File: config.mk
export PLATFORM = sky130hd
export DESIGN_NAME = eu_issue_arbiter
export DESIGN_NICKNAME = d
export VERILOG_FILES = /design/src/rtl/pkg_dtypes.sv /design/src/rtl/rr_priority_picker.sv /design/src/rtl/eu_issue_arbiter.sv
export SDC_FILE = /design/constraint.sdc
export NUM_CORES = 1
export LEC_CHECK = 0
export BUFFER_PORTS_ARGS = -buffer_cell sky130_fd_sc_hd__buf_2
export CAP_MARGIN = 20
export CORE_MARGIN = 2
export CORE_UTILIZATION = 43
export DETAILED_ROUTE_END_ITERATION = 10
export PLACE_DENSITY = 0.81
export SYNTH_ARGS = -nofsm -noshare
export SYNTH_HDL_FRONTEND = slang
export SYNTH_SLANG_ARGS = --single-unit
File: constraint.sdc
create_clock -name clk -period 2.8 [get_ports clk]
set_clock_uncertainty 0.05 [all_clocks]
set_input_delay 0.28 -clock clk [delete_from_list [all_inputs] [get_ports clk]]
set_output_delay 0.28 -clock clk [all_outputs]
set_load 0.01 [all_outputs]
File: src/rtl/pkg_dtypes.sv
// Shared datatypes for the execution-unit issue path.
//   type_iqueue_entry    : one instruction-queue entry as seen at a sub-queue head
//   type_issue_arb_state : issue arbiter drain FSM states
package pkg_dtypes;

    typedef struct packed {
        logic [7:0]  opcode;
        logic [5:0]  dest_tag;
        logic [17:0] operand;
    } type_iqueue_entry;

    typedef enum logic [1:0] {
        ArbRun     = 2'd0,
        ArbDrain   = 2'd1,
        ArbDrained = 2'd2
    } type_issue_arb_state;

endpackage

File: src/rtl/rr_priority_picker.sv
// Round-robin priority picker (purely combinational).
//   req_i       : request vector, one bit per requester
//   ptr_i       : highest-priority requester index; search proceeds upward, wrapping
//   grant_o     : one-hot grant (all zero when no request)
//   any_grant_o : at least one requester was granted
module rr_priority_picker #(
    parameter int unsigned LOG2_N = 2,
    localparam int unsigned N = 2 ** LOG2_N
) (
    input  logic [N-1:0]      req_i,
    input  logic [LOG2_N-1:0] ptr_i,
    output logic [N-1:0]      grant_o,
    output logic              any_grant_o
);

    logic [LOG2_N-1:0] idx;

    always_comb begin
        grant_o     = '0;
        any_grant_o = 1'b0;
        idx         = '0;
        for (int unsigned i = 0; i < N; i++) begin
            // N is a power of two, so the index wraps naturally at LOG2_N bits
            idx = ptr_i + LOG2_N'(i);
            if (!any_grant_o && req_i[idx]) begin
                grant_o[idx] = 1'b1;
                any_grant_o  = 1'b1;
            end
        end
    end

endmodule

File: src/rtl/eu_issue_arbiter.sv
// Execution-unit issue arbiter: round-robin selects one sub-queue head per cycle
// into a registered output slot, with drain and flush control.
//   clk, reset      : clock, synchronous active-high reset
//   head_valid_i    : per sub-queue head-valid
//   head_data_i     : per sub-queue head entry
//   head_pop_o      : one-hot pop strobe, entry consumed this cycle
//   issue_o         : registered entry to the execution unit
//   issue_valid_o   : issue_o valid
//   issue_ready_i   : execution unit accepts issue_o
//   drain_req_i     : level request to stop granting and empty the slot
//   drained_o       : slot empty and drain acknowledged
//   flush_i         : discard held entry, reset round-robin pointer
//   issued_cnt_o    : handshake counter, wraps
module eu_issue_arbiter
    import pkg_dtypes::*;
#(
    parameter int unsigned EU_LOG2_IQUEUE_NUM_QUEUES = 2,
    parameter int unsigned CNT_WIDTH                 = 16,
    localparam int unsigned NUM_REQ                  = 2 ** EU_LOG2_IQUEUE_NUM_QUEUES
) (
    input  logic                                clk,
    input  logic                                reset,
    input  logic             [NUM_REQ-1:0]      head_valid_i,
    input  type_iqueue_entry [NUM_REQ-1:0]      head_data_i,
    output logic             [NUM_REQ-1:0]      head_pop_o,
    output type_iqueue_entry                    issue_o,
    output logic                                issue_valid_o,
    input  logic                                issue_ready_i,
    input  logic                                drain_req_i,
    output logic                                drained_o,
    input  logic                                flush_i,
    output logic             [CNT_WIDTH-1:0]    issued_cnt_o
);

    localparam int unsigned PtrW = EU_LOG2_IQUEUE_NUM_QUEUES;

    type_issue_arb_state state_q;
    logic [PtrW-1:0]     rr_ptr_q;
    type_iqueue_entry    issue_q;
    logic                issue_valid_q;
    logic [CNT_WIDTH-1:0] cnt_q;

    logic                slot_free;
    logic                handshake;
    logic                grant_en;
    logic                grant_take;
    logic [NUM_REQ-1:0]  pick_grant;
    logic                pick_any;
    logic [PtrW-1:0]     grant_idx;
    logic                issue_valid_d;

    rr_priority_picker #(
        .LOG2_N (PtrW)
    ) u_picker (
        .req_i       (head_valid_i),
        .ptr_i       (rr_ptr_q),
        .grant_o     (pick_grant),
        .any_grant_o (pick_any)
    );

    always_comb begin
        slot_free  = ~issue_valid_q | issue_ready_i;
        handshake  = issue_valid_q & issue_ready_i;
        // Flush and reset both suppress the pop so no entry is lost from a sub-queue
        grant_en   = (state_q == ArbRun) & slot_free & ~flush_i & ~reset;
        grant_take = grant_en & pick_any;
        head_pop_o = grant_en ? pick_grant : '0;

        grant_idx = '0;
        for (int unsigned i = 0; i < NUM_REQ; i++) begin
            if (pick_grant[i]) begin
                grant_idx = PtrW'(i);
            end
        end

        if (flush_i) begin
            issue_valid_d = 1'b0;
        end else if (grant_take) begin
            issue_valid_d = 1'b1;
        end else if (slot_free) begin
            issue_valid_d = 1'b0;
        end else begin
            issue_valid_d = issue_valid_q;
        end
    end

    always_ff @(posedge clk) begin
        if (reset) begin
            state_q       <= ArbRun;
            rr_ptr_q      <= '0;
            issue_q       <= '0;
            issue_valid_q <= 1'b0;
            cnt_q         <= '0;
        end else begin
            if (handshake) begin
                cnt_q <= cnt_q + CNT_WIDTH'(1);
            end

            issue_valid_q <= issue_valid_d;

            if (flush_i) begin
                rr_ptr_q <= '0;
            end else if (grant_take) begin
                issue_q  <= head_data_i[grant_idx];
                rr_ptr_q <= grant_idx + PtrW'(1);
            end

            // Drain completes once the slot will be empty after this edge
            if (!flush_i) begin
                unique case (state_q)
                    ArbRun: begin
                        if (drain_req_i) state_q <= ArbDrain;
                    end
                    ArbDrain: begin
                        if (!drain_req_i)        state_q <= ArbRun;
                        else if (!issue_valid_d) state_q <= ArbDrained;
                    end
                    ArbDrained: begin
                        if (!drain_req_i) state_q <= ArbRun;
                    end
                    default: state_q <= ArbRun;
                endcase
            end
        end
    end

    assign issue_o       = issue_q;
    assign issue_valid_o = issue_valid_q;
    assign issued_cnt_o  = cnt_q;
    assign drained_o     = (state_q == ArbDrained);

endmodule

# Word level (Yosys, flattened, before mapping)
# Cells that the tools add are included.
# totals
word_cells	90
ff_bits	53
in_bits	137
out_inout_bits	54
# classes
add_sub_neg	5
order_cmp	9
n_bitwise	12
n_reduce_logical	14
n_mux	38
n_eq_ne	5
# ops
operator	n
$bmux 32 s2	1
$mux 32	1
$mux 4	5
$add 16x1->16 const B	1
$mux 1	16
$lt 2x3->1 const B	5
$mux 2	6
$or 4x4->4	3
$bmux 1 s2	4
$demux 1 s2	4
$ge 2x1->1 const B	4
$logic_and 1x1->1	7
$pmux 2 s3	1
$and 1x1->1	5
$add 2x1->2 const B	2
$add 2x2->2 const B	2
$ne 2x2->1 const B	2
$reduce_and 4->1	1
$logic_not 1->1	3
$ne 3x3->1 const B	1
$not 1->1	3
$eq 2x1->1 const B	1
$eq 2x2->1 const B	1
$logic_not 2->1	1
3 further kinds	3

# Depth between registers and ports, before layout
# logic_depth
word_depth	18
ltp_mapped	11
mapped_depth_nobuf	8

# By module
# From an unflattened synthesis, not the netlist that was laid out.
# hier_totals
hier_cells	424
area_unflattened_um2	3651.0
# modules_own_cells
mod	area_each_um2	n_inst	cells_each
eu_issue_arbiter	3156.8	1	362
rr_priority_picker	494.2	1	62

# Worst setup path before layout
# No wires, ideal clock.
# synth_path
path_type	reg-to-output
startpoint	register rr_ptr_q[1]
endpoint	output head_pop_o[2]
arrival_time_ns	2.635
slack_ns	-0.165
stages_incl_launch_ff	10
n_path_buf	2
cell_sequence	dfxtp_1 -> clkbuf_1 -> inv_1 -> ha_1 -> or3b_1 -> a2111oi_1 -> or2_2 -> a211oi_2 -> clkbuf_1 -> nor2_1
# synth_via
elab_chain_len	13
elab_cells_between_ends	48
# synth_lines
item	line_no	text
start: declaration	eu_issue_arbiter.sv:38	logic [PtrW-1:0] rr_ptr_q;
start signal: assignment	eu_issue_arbiter.sv:105	rr_ptr_q <= grant_idx + PtrW'(1);
parallel branches: the longest is 11 deep, another holds $lt 2x3->1	-	
$mux 4 (*)	rr_priority_picker.sv:25	if (!any_grant_o && req_i[idx]) begin
$mux 4 (*)	eu_issue_arbiter.sv:67	head_pop_o = grant_en ? pick_grant : '0;
end: declaration	eu_issue_arbiter.sv:25	output logic [NUM_REQ-1:0] head_pop_o,
# Mark *: on every way between the ends. The select of a mux whose other input is x is not followed.

# Worst setup path in the final report
# layout_path
startpoint	register rr_ptr_q[1]
endpoint	output head_pop_o[0]
# The elaborated chain is that of the path after synthesis.

==> metrics.md <==
| Metric | Value |
|---|---|
| CTS Hold Buffers Added | `0` |
| RSZ-0062 raised after global routing | `yes` |
| Avg WL per Cell | `17.8 um` |
| Synthesis-stage register bit count | `53` |
| Final core occ | `59.6%` |
| Crit path time final | `about 2800 ps` |
| Sequential fraction of the synthesis area | `26.1%` |
| Area of placed instances | `around 5300 um2` |
| Top Family by Delay on Critical Path | `compound AO/OA/AOI/OAI gates` |
| Ys flop type | `dfxtp_1` |
| Pin count of the biggest net entering global routing | `52` |
| Critical Path Source | `rr_ptr_q[1]` |
| Initial antenna violation count | `0` |
| Post-synth EDFFs | `0` |
| Nets | `866` |
| TritonCTS clock tree | `yes` |
| Post-synth net total | `684` |
| Antenna Violating Nets Remaining | `0` |
| Fin area | `approximately 5500 um2` |
| P per Cell Area | `527 nW/um2` |
| Crit path buffers/inverters | `3` |
| # IOs | `191` |
| Worst skew pair latency | `310 ps` |
| Max rail drop VDD | `278 uV` |
| PortBufs | `190` |
| CTS Buf Count | `5` |
| Vias in the first global route | `between 4k and 5k` |
| Most frequent cells in the layout | `buf_2 (190), dfxtp_1 (51), nand2_1 (46), nand3_1 (44), inv_1 (36)` |
| WHS | `169 ps` |
| Clk slew on worst S/H paths | `about 100 ps` |
| Leak | `2.51 nW` |
| Layout Area Growth over Synthesis | `34.7%` |
| Worst EP required | `2470 ps` |
| Final Setup Violations | `0` |
| Status | `completed` |
| Total of max-cap violations | `0` |
| Initial Utilization | `between 40% and 50%` |
| First-pass GRT wire length | `22.8 mm` |
| Vias/cell | `6.05` |
| # rows | `35` |
| Setup crit end kind | `output pin` |
| Root buffer cell | `clkbuf_8` |
| Die Span X | `101 um` |
| Synthesized area | `4070 um2` |
| WP data arrival | `2450 ps` |
| Startpoint types | `flop` |
| Antenna diodes | `0` |
| Final WL | `14.9 mm` |
| Initial drt markers | `roughly 320` |
| Kind of critical path | `reg2out` |
| Final Max Slew Viols | `0` |
| Tightest Pin Transition | `between 700 and 800 ps` |
| Htree depth | `2` |
| Share of layout cells above drive strength 1 | `36.5%` |
| Async set-reset flop share out of synthesis | `0%` |
| Core area | `9200 um2` |
| Synthesis warning total | `0` |
| Post-Route Setup TNS | `0 ps` |
| Worst-path cell chain | `inv_2 -> ha_4 -> or3b_4 -> a2111oi_4 -> or2_4 -> buf_6 -> a22oi_2 -> a21oi_2 -> buf_2` |
| Final Cycle Share | `99.2%` |
| Final Hold Vio Count | `0` |
| FF-to-FF Start | `rr_ptr_q[1]` |
| GPL Wtd Cong | `between 0.9 and 1` |
| Distinct cell type count after synthesis | `50` |
| Grt ovf | `0` |
| Max-slew headroom | `50.7%` |
| Total power | `between 0.002 and 0.003 W` |
| Slowest CP cell | `a2111oi_4` |
| Die H | `101 um` |
| Hold Startpoint | `head_data_i[68]` |
| Die area | `slightly above 10000 um2` |
| DR pass1 iterations | `6` |
| Global router's overall resource usage | `27.5%` |
| Drc violations | `0` |
| Max frequency | `360 MHz` |
| DP HPWL | `between 10 and 15 mm` |
| Syn Area/Cell | `roughly 7.5 um2` |
| Max FO, Critical Path | `6` |
| CP peak stage delay | `a little over 400 ps` |
| Worst Hold Class | `in2reg` |
| Post-synthesis cell count | `540` |
| Most common cell after layout, fill and taps aside | `buf_2` |
| CTS Buffer Depth | `2` |
| Clock sink count | `53` |
| Vias | `between 5k and 6k` |
==> state kept, by name, indices dropped and copies added, names as in the netlist <==
register and flops:
issue_o 32, state_q 2, issued_cnt_o 16, rr_ptr_q 2, issue_valid_o 1
==> tightest hold or removal path: stages <==
cell and delay, ps:
buf_2 90, nand3_1 50, a31oi_1 70
==> worst paths after layout <==
check                          to  slack, ps  cells after the start
setup / recovery    head_pop_o[0]         20                      9
hold / removal         issue_o[4]        170                      3
setup reg to reg      rr_ptr_q[0]         90                     11
hold reg to reg   issued_cnt_o[1]        460                      2
==> report_power, final <==
part           switching (W)  internal (W)
Sequential         0.0000302      0.000806
Combinational       0.000946      0.000662
Clock               0.000272      0.000174
Total                0.00125       0.00164
==> cell usage after synthesis (4+ instances only) <==
cell type / number / area, um2
a211oi_1: 34 / 255
a21oi_1: 36 / 180
a31oi_1: 32 / 200
and4_1: 4 / 35.0
buf_2: 18 / 90.1
buf_6: 5 / 56.3
clkbuf_1: 30 / 113
dfxtp_1: 53 / 1060
ha_1: 7 / 87.6
inv_1: 38 / 143
mux2i_1: 4 / 40.0
nand2_1: 46 / 173
nand2b_1: 5 / 31.3
nand3_1: 44 / 220
nor2_1: 27 / 101
o211ai_1: 32 / 240
o21bai_1: 31 / 233
o2bb2ai_1: 31 / 272
xnor2_1: 4 / 35.0
xor2_1: 11 / 96.3
==> stage by stage <==
stage | worst slack (ps) | std cells
after floorplan | 11.4 | 540
after global placement | -20.2 | 817
after detailed placement | -74.0 | 817
after CTS | 6.42 | 831
after global routing | -68.8 | 834
final | 23.3 | 834
==> logic make-up (layout without fill, tap and decap cells) <==
| group | after synthesis | count (layout) | synth area share, % |
|---|---|---|---|
| fa+ha+maj | 7 | 7 | 2.15 |
| compound gates | 222 | 223 | 39.6 |
| flops | 53 | 53 | 26.1 |
| simple gates | 145 | 145 | 17.1 |
| buf+inv | 92 | 274 | 10.0 |
| mux | 6 | 6 | 1.81 |
| xor+xnor | 15 | 15 | 3.23 |
==> layout make-up <==
cell class / count / area (um2)
fill: 844 / 3710
clock buffer: 5 / 68.8
sequential: 53 / 1060
clock inverter: 3 / 17.5
timing repair buffer: 228 / 1320
multi-input combinational: 396 / 2740
tap: 111 / 139
inverter: 38 / 143
==> metal layers <==
| layer | part of all wire, % | vias up | global-route usage, % |
|---|---|---|---|
| li1 | - | 2358 | - |
| met1 | 40 | 2348 | 34.2 |
| met2 | 48 | 298 | 46.9 |
| met3 | 8.6 | 44 | 5.94 |
| met4 | 3.0 | 0 | 9.98 |
| met5 | 0 | - | 0 |
==> timing repair <==
| action | in CTS | in global routing |
|---|---|---|
| cloned | 1 | 0 |
| resized for setup | 11 | 5 |
| buffers inserted | 5 | 4 |
| hold endpoints to repair | 0 | 0 |
| pin swaps | 6 | 8 |
| setup endpoints to repair | 15 | 18 |
(Power assumes the default switching activity.)
